`src/rtl/mem_bus_arbiter.sv`:
```
// Purpose: shares the byte-wide memory/IO bus between instruction fetch and load/store.
// Latency: an N-byte read is done N+2 edges after the request is sampled; an N-byte write is done N+1 edges after.
// Backpressure: rdy_in low freezes all state; IO writes stall while io_buffer_full; a requester holds req until its done pulse.
module mem_bus_arbiter #(
    parameter int LS_BURST = 4,
    parameter int ADDR_W   = 32
) (
    input  logic              clk_in,
    input  logic              rst_in,
    input  logic              rdy_in,
    input  logic [7:0]        mem_din,
    output logic [7:0]        mem_dout,
    output logic [ADDR_W-1:0] mem_a,
    output logic              mem_wr,
    input  logic              io_buffer_full,
    input  logic              if_req,
    input  logic [ADDR_W-1:0] if_addr,
    output logic              if_done,
    output logic [31:0]       if_data,
    input  logic              ls_req,
    input  logic              ls_wr,
    input  logic [ADDR_W-1:0] ls_addr,
    input  logic [2:0]        ls_len,
    input  logic [31:0]       ls_wdata,
    output logic              ls_done,
    output logic [31:0]       ls_rdata,
    input  logic              refresh_in,
    output logic              busy_out
);

    localparam int CNT_W = $clog2(LS_BURST + 1);
    localparam logic [CNT_W-1:0] BURST_MAX = CNT_W'(LS_BURST);

    typedef enum logic [1:0] {
        IDLE = 2'd0,
        RD   = 2'd1,
        WR   = 2'd2,
        DONE = 2'd3
    } state_t;

    state_t state;
    state_t state_nxt;

    // Latched transaction context
    logic              owner_ls;    // 1 = load/store owns the bus, 0 = fetch
    logic [ADDR_W-1:0] base;
    logic [2:0]        len;         // 1, 2 or 4
    logic [2:0]        k;           // byte index; in RD it runs one past len to drain the last byte
    logic              wr_flag;
    logic [31:0]       wdata;
    logic [31:0]       rbuf;        // partially assembled read word
    logic [31:0]       if_data_q;
    logic [31:0]       ls_rdata_q;
    logic [CNT_W-1:0]  burst_cnt;

    // Decode helpers
    logic              force_if;
    logic              grant_ls;
    logic              grant_any;
    logic [2:0]        ls_len_n;
    logic [ADDR_W-1:0] cur_addr;
    logic              io_stall;
    logic              wr_issue;
    logic              abort;
    logic [1:0]        k_prev;
    logic [31:0]       rd_word;

    // Grant decision, length normalisation and per-cycle bus conditions
    always_comb begin
        force_if  = if_req && (burst_cnt == BURST_MAX);
        grant_ls  = ls_req && !force_if;
        grant_any = (ls_req || if_req) && !refresh_in;
        ls_len_n  = ((ls_len == 3'd1) || (ls_len == 3'd2)) ? ls_len : 3'd4;
        cur_addr  = base + ADDR_W'(k);
        io_stall  = (cur_addr[17:16] == 2'b11) && io_buffer_full;
        wr_issue  = (state == WR) && !io_stall;
        // Committed stores are never aborted; everything else in RD/DONE is.
        abort     = refresh_in &&
                    ((state == RD) || ((state == DONE) && !(owner_ls && wr_flag)));
    end

    // Merge the byte arriving this cycle (for offset k-1) into the read word
    always_comb begin
        k_prev  = k[1:0] - 2'd1;
        rd_word = rbuf;
        if (k != 3'd0) begin
            rd_word[{k_prev, 3'b000} +: 8] = mem_din;
        end
    end

    // State register
    always_ff @(posedge clk_in or negedge rst_in) begin
        if (!rst_in) begin
            state <= IDLE;
        end else begin
            state <= state_nxt;
        end
    end

    // Next-state logic; a paused core holds its state
    always_comb begin
        state_nxt = state;
        if (rdy_in) begin
            case (state)
                IDLE: begin
                    if (grant_any) begin
                        state_nxt = (grant_ls && ls_wr) ? WR : RD;
                    end
                end
                RD: begin
                    if (refresh_in) begin
                        state_nxt = IDLE;
                    end else if (k == len) begin
                        state_nxt = DONE;
                    end
                end
                WR: begin
                    if (wr_issue && (k == len - 3'd1)) begin
                        state_nxt = DONE;
                    end
                end
                DONE:    state_nxt = IDLE;
                default: state_nxt = IDLE;
            endcase
        end
    end

    // Datapath: grant latching, byte stepping, read assembly and anti-starvation counter
    always_ff @(posedge clk_in or negedge rst_in) begin
        if (!rst_in) begin
            owner_ls   <= 1'b0;
            base       <= '0;
            len        <= 3'd0;
            k          <= 3'd0;
            wr_flag    <= 1'b0;
            wdata      <= '0;
            rbuf       <= '0;
            if_data_q  <= '0;
            ls_rdata_q <= '0;
            burst_cnt  <= '0;
        end else if (rdy_in) begin
            if (refresh_in) begin
                burst_cnt <= '0;
            end
            case (state)
                IDLE: begin
                    if (grant_any) begin
                        owner_ls  <= grant_ls;
                        base      <= grant_ls ? ls_addr : if_addr;
                        len       <= grant_ls ? ls_len_n : 3'd4;
                        wr_flag   <= grant_ls && ls_wr;
                        wdata     <= ls_wdata;
                        k         <= 3'd0;
                        rbuf      <= '0;
                        // Only consecutive LS wins over a waiting fetch are counted
                        burst_cnt <= (grant_ls && if_req) ? burst_cnt + 1'b1 : '0;
                    end
                end
                RD: begin
                    rbuf <= rd_word;
                    k    <= k + 3'd1;
                    if ((k == len) && !refresh_in) begin
                        if (owner_ls) begin
                            ls_rdata_q <= rd_word;
                        end else begin
                            if_data_q <= rd_word;
                        end
                    end
                end
                WR: begin
                    if (wr_issue) begin
                        k <= k + 3'd1;
                    end
                end
                default: ;
            endcase
        end
    end

    // Bus and handshake outputs decoded from the current state
    always_comb begin
        mem_a    = '0;
        mem_dout = 8'h00;
        mem_wr   = 1'b0;
        if_done  = 1'b0;
        ls_done  = 1'b0;
        case (state)
            RD: begin
                // The drain cycle parks the bus on address 0 so no IO location is read twice.
                if (k < len) begin
                    mem_a = cur_addr;
                end
            end
            WR: begin
                // A stalled IO write also parks the bus so the UART sees no stray read.
                if (!io_stall) begin
                    mem_a    = cur_addr;
                    mem_dout = wdata[{k[1:0], 3'b000} +: 8];
                    mem_wr   = rdy_in;
                end
            end
            DONE: begin
                if_done = rdy_in && !abort && !owner_ls;
                ls_done = rdy_in && !abort && owner_ls;
            end
            default: ;
        endcase
        if_data  = if_data_q;
        ls_rdata = ls_rdata_q;
        busy_out = (state != IDLE);
    end

endmodule
```
`config.mk`:
```
export PLATFORM = sky130hd
export DESIGN_NAME = mem_bus_arbiter
export DESIGN_NICKNAME = d
export VERILOG_FILES = /design/src/rtl/mem_bus_arbiter.sv
export SDC_FILE = /design/constraint.sdc
export NUM_CORES = 1
export LEC_CHECK = 0
export CAP_MARGIN = 20
export CORE_MARGIN = 2
export CORE_UTILIZATION = 45
export DETAILED_ROUTE_END_ITERATION = 6
export PLACE_DENSITY = 0.83
export SYNTH_ARGS = -nofsm -noshare
export SYNTH_HDL_FRONTEND = slang
export SYNTH_SLANG_ARGS = --single-unit
```
`constraint.sdc`:
```
create_clock -name clk_in -period 3.33 [get_ports clk_in]
set_input_delay 0.666 -clock clk_in [delete_from_list [all_inputs] [get_ports clk_in]]
set_output_delay 0.666 -clock clk_in [all_outputs]
set_load 0.005 [all_outputs]
```
# Yosys cells after proc, flatten, opt, wreduce, memory -nomap -nowiden
# Index checks and enable logic that the tools add are counted.
# Widths: inputs -> output; s select.
[totals]
register_bits = 173
latch_bits = 0
mem_bits_rw = 0
rom_bits = 0
inputBits = 115
out_inout_bits = 108
wordCells = 99
mem_count = 0
[op_classes]
addsub = 6
multipliers = 0
n_div = 0
n_lt_le_gt_ge = 1
n_eq_ne = 13
shift = 3
muxes = 29
bitwise_logic = 1
n_reduce_logical = 35
[op_table]
columns = ["operator", "count"]
rows = [
  ["$mux 32", 5],
  ["$pmux 32 s2", 2],
  ["$add 32x3->32", 1],
  ["$bwmux 32", 1],
  ["$shift 8x7->32 const A", 1],
  ["$shiftx 32x6->8", 1],
  ["$shiftx 8x7->32", 1],
  ["$mux 3", 8],
  ["$mux 8", 2],
  ["$reduce_and 4->1", 4],
  ["$logic_and 1x1->1", 15],
  ["$mux 2", 5],
  ["$pmux 3 s3", 1],
  ["$pmux 2 s4", 1],
  ["$neg 5->7", 1],
  ["$add 3x1->3 const B", 2],
  ["$eq 2x2->1 const B", 3],
  ["$eq 3x3->1", 2],
  ["$logic_not 1->1", 6],
  ["$reduce_and 3->1", 2],
  ["$reduce_bool 3->1", 2],
  ["$mux 1", 4],
  ["$ne 2x2->1 const B", 2],
  ["$reduce_bool 2->1", 2],
  ["12 further kinds", 14],
]

# Longest topological paths before layout
[logic_depth]
depth_word = 9
ltp_mapped = 10
mapped_depth_nobuf = 9

# Least setup slack after synthesis
# No wires, ideal clock.
[synth_path]
path_type = "register to output"
startpoint = "reg k[1]"
endpoint = "out mem_a[19]"
t_arrival_ns = 2.930
t_required_ns = 2.664
path_slack_ns = -0.266
stages_incl_launch_ff = 11
n_path_buf = 2
path_cell_list = "dfrtp_1 -> clkbuf_1 -> inv_1 -> fa_1 -> nand2b_1 -> a2111oi_4 -> and4b_1 -> o22ai_2 -> a31oi_4 -> buf_6 -> nor2_2"
[synth_between]
elab_chain_cells = 5
word_cells_on_any_way = 7
cone_classes = "1 x add/sub; 1 x order compare; 1 x eq/ne; 3 x mux; 1 x reduce/logical"
[synth_lines]
columns = ["item", "line_no", "rtl"]
rows = [
  ["start, declared", "48", "logic [2:0] k;"],
  ["start signal, assigned", "161", "k <= k + 3'd1;"],
  ["start signal, assigned", "172", "k <= k + 3'd1;"],
  ["$add 32x3->32", "74", "cur_addr = base + ADDR_W'(k);"],
  ["$eq 2x2->1", "75", "io_stall = (cur_addr[17:16] == 2'b11) && io_buffer_full;"],
  ["$logic_and 1x1->1", "75", ""],
  ["$mux 32", "196", "if (!io_stall) begin"],
  ["$pmux 32 s2 *", "187", "case (state)"],
  ["end, declared", "13", "output logic [ADDR_W-1:0] mem_a,"],
]
# Every way passes the cells marked *; elsewhere a longest branch is shown, timed or not.

# Worst setup path after layout
[layout_path]
startpoint = "reg k[0]"
endpoint = "out mem_a[19]"
# Same word-level chain as after synthesis.

==> run summary <==
CP max FO -> 5
CTS tree -> built
Arrival time worst endpoint -> 3.17 ns
DRC violations left -> 0
Area of the multi-input gates -> 4080 um2
Gr ovfl total -> 0
# diodes -> 0
Register area share after synthesis -> 50.1%
Clock skew -> 0.0151 ns
RSZ-0062 raised after global routing -> yes
Die extent in x -> 143 um
Sequential cell area -> 4330 um2
DP HPWL -> 16.7 mm
Final wirelength -> 24.2 mm
Cell area after synthesis -> 8650 um2
Failing checks -> negative setup slack
Reg2reg start -> k[0]
Final hold violation count -> 0
Wire per inst -> 17.7 um
CP Capture Type -> output port
M3 GR Usage -> 5.03%
Max Cap Viol -> 0
Core Rows -> 50
Clock Tree Buf Depth -> 2
Min Tclk post-route -> 3.84 ns
Fmax -> 0.261 GHz
CP Data Required Time -> 2.66 ns
R2R setup slack -> 0.66 ns
Initial antenna violation count -> 0
VDD IR max -> 0.533 mV
Synth warnings -> 0
Die H -> 143 um
Ports -> 223
Syn nets -> 1,001
Final setup fails -> 41
Clk_lat worst skew -> 0.43 ns
Status -> complete, but fails checks
Router iterations before antenna repair -> 5
Reg-to-reg endpoint -> k[0]
Syn avg cell area -> 10.0 um2
First-pass GRT wire length -> 38.1 mm
Top cells by area, synth -> dfrtp_1 50%, o21ai_0 5.6%, nand2_1 4.4%
Placer congestion estimate -> 0.865
Slew Limit Headroom -> 49.5%
CTS Root Cell -> clkbuf_16
H-Tree Depth -> 4
Pwr/cell area -> 817 nW/um2
EDFF count, synth -> 0
Commonest non-fill, non-tap cell in the layout -> clkdlybuf4s50_1
Initial Util -> 46.1%
Layout cells sized above 1 -> 17.8%
Fin worst setup slack -> -0.508 ns
Total GRT Usage -> 23.7%
Worst Hold Class -> in -> async
Routed Antenna Nets -> 0
CP Class -> reg -> out
Met1 Use GR -> 32.5%
Final Util -> 64.3%
Met2 Use GR -> 38.5%
DR vias -> 7,461
Fin nets -> 1,251
Final worst-path cycle share -> 115%
TNS Setup -> -14.35 ns
Synth area leader -> dfrtp_1
IO Port Bufs -> 222
Synth cell types -> 59
P_leak -> 5.36 nW
Detailed router's first-iteration violation count -> 636
Clk sinks -> 173
Post-Syn Instances -> 865
Vias/cell -> 5.48
Commonest cells after routing, fill and taps aside -> 180 x clkdlybuf4s50_1, 173 x dfrtp_1, 102 x nand2_1
CP Launch Type -> flip-flop
Yosys top cell area share -> 50.1%
Core Region -> 18,800 um2
Reg2Reg Depth -> 11
Asr flop ratio synth -> 100%
Number of global-route vias before repair -> 7,222
Most used flip-flop cell after synthesis -> dfrtp_1
Fillers -> 1,489
CTS buffer count -> 17
Full die area -> 20,300 um2
Largest net degree at the start of global routing -> 67
Register bit total from synthesis -> 173
GRT Max-Usage Layer -> met2
Worst slew pin tran -> 0.752 ns
Worst hold slack -> 0.243 ns
Syn-to-layout area delta -> 39.5%
Reg clk slew, reported paths -> 0.07 ns
Final Slew Violations -> 0
worst max-delay path, stage by stage (launching register included):
cell       delay (ns)
dfrtp_1          0.36
ha_2             0.20
inv_2            0.04
fa_2             0.34
nand2b_4         0.17
a2111oi_4        0.39
and4b_1          0.29
o22ai_2          0.12
a31oi_4          0.23
buf_12           0.15
buf_12           0.10
buf_8            0.10
buf_6            0.08
nor2_2           0.03
buf_2            0.13
cell usage after synthesis (2+ instances only):
library cell / n
mux2_2: 33
and4b_1: 2
nor2_1: 67
a32oi_1: 7
buf_1: 4
dfrtp_1: 173
a21oi_1: 56
mux4_2: 8
nor2_2: 10
buf_2: 3
and3_1: 17
nor2b_1: 4
nor4_1: 3
a22oi_1: 8
buf_6: 3
nand3_1: 40
nand2_1: 102
xor2_1: 16
o41ai_1: 2
nand3b_1: 3
nand4_1: 8
o21ai_0: 96
nand2b_1: 7
or2_2: 2
a222oi_1: 2
xnor2_1: 15
clkbuf_1: 37
a22o_1: 8
o311ai_0: 2
mux2i_1: 34
ha_1: 20
inv_1: 24
nor3_1: 22
o211ai_1: 2
timing repair:
action | CTS | global route
setup buffers | 10 | 13
pin swaps | 6 | 5
gates resized for setup | 73 | 63
endpoints found under the setup margin | 41 | 41
gates cloned | 1 | 3
hold buffers | 0 | 0
stage by stage:
stage | area (um2) | cells | setup WS (ns) | total power [mW]
2_1_floorplan | 8650 | 865 | 0.00517 | 5.61
3_3_place_gp | 11300 | 1307 | -0.219 | 7.28
3_5_place_dp | 11300 | 1307 | -0.318 | 7.42
4_1_cts | 12000 | 1349 | -0.559 | 9.71
5_1_grt | 12100 | 1362 | -0.607 | 10.5
6_report | 12100 | 1362 | -0.508 | 9.86
logic make-up after synthesis:
family          Yosys count  share of synthesized area, %
simple gates            296                          16.3
flops                   173                          50.1
compound gates          197                          13.6
xor+xnor                 31                          3.14
fa+ha+maj                21                          3.13
mux                      75                          10.3
buf+inv                  72                          3.44
worst max-delay path by stage:
stage	cells past startpoint	slack (ns)	endpoint	from
2_1_floorplan	10	0.005	mem_a[19]	k[1]
3_3_place_gp	11	-0.22	mem_a[15]	base[0]
3_5_place_dp	11	-0.32	mem_a[2]	k[0]
4_1_cts	13	-0.56	mem_a[23]	k[0]
5_1_grt	15	-0.61	mem_a[19]	k[0]
6_report	14	-0.51	mem_a[19]	k[0]
state kept, by name, indices dropped and copies added (netlist names):
signal     flops
base          32
burst_cnt      3
if_data       32
k              3
len            3
ls_rdata      32
owner_ls       1
rbuf          32
state          2
wdata         32
wr_flag        1
power breakdown:
group          total [mW]  internal (mW)  leakage, nW  switching (mW)
sequential           3.49           2.88         2.24           0.609
combinational        4.32           2.27         2.82            2.05
clock                2.04           1.13        0.302           0.915
total                9.86           6.28         5.36            3.57
routing by layer:
metal / vias up / wire, um
met5: - / 0
met4: 0 / 405
met3: 37 / 1700
met2: 267 / 11700
met1: 3612 / 10400
li1: 3545 / -
area by class of cell:
cell class | count | share of cell area (%)
flip-flops and latches | 173 | 35.9
clock inverters | 12 | 1.19
clock buffers | 20 | 3.87
multi-input cells | 620 | 33.8
repair buffers | 279 | 22.1
inverters | 24 | 0.747
well taps | 234 | 2.43
No activity file was read; power rests on OpenSTA's default activity.
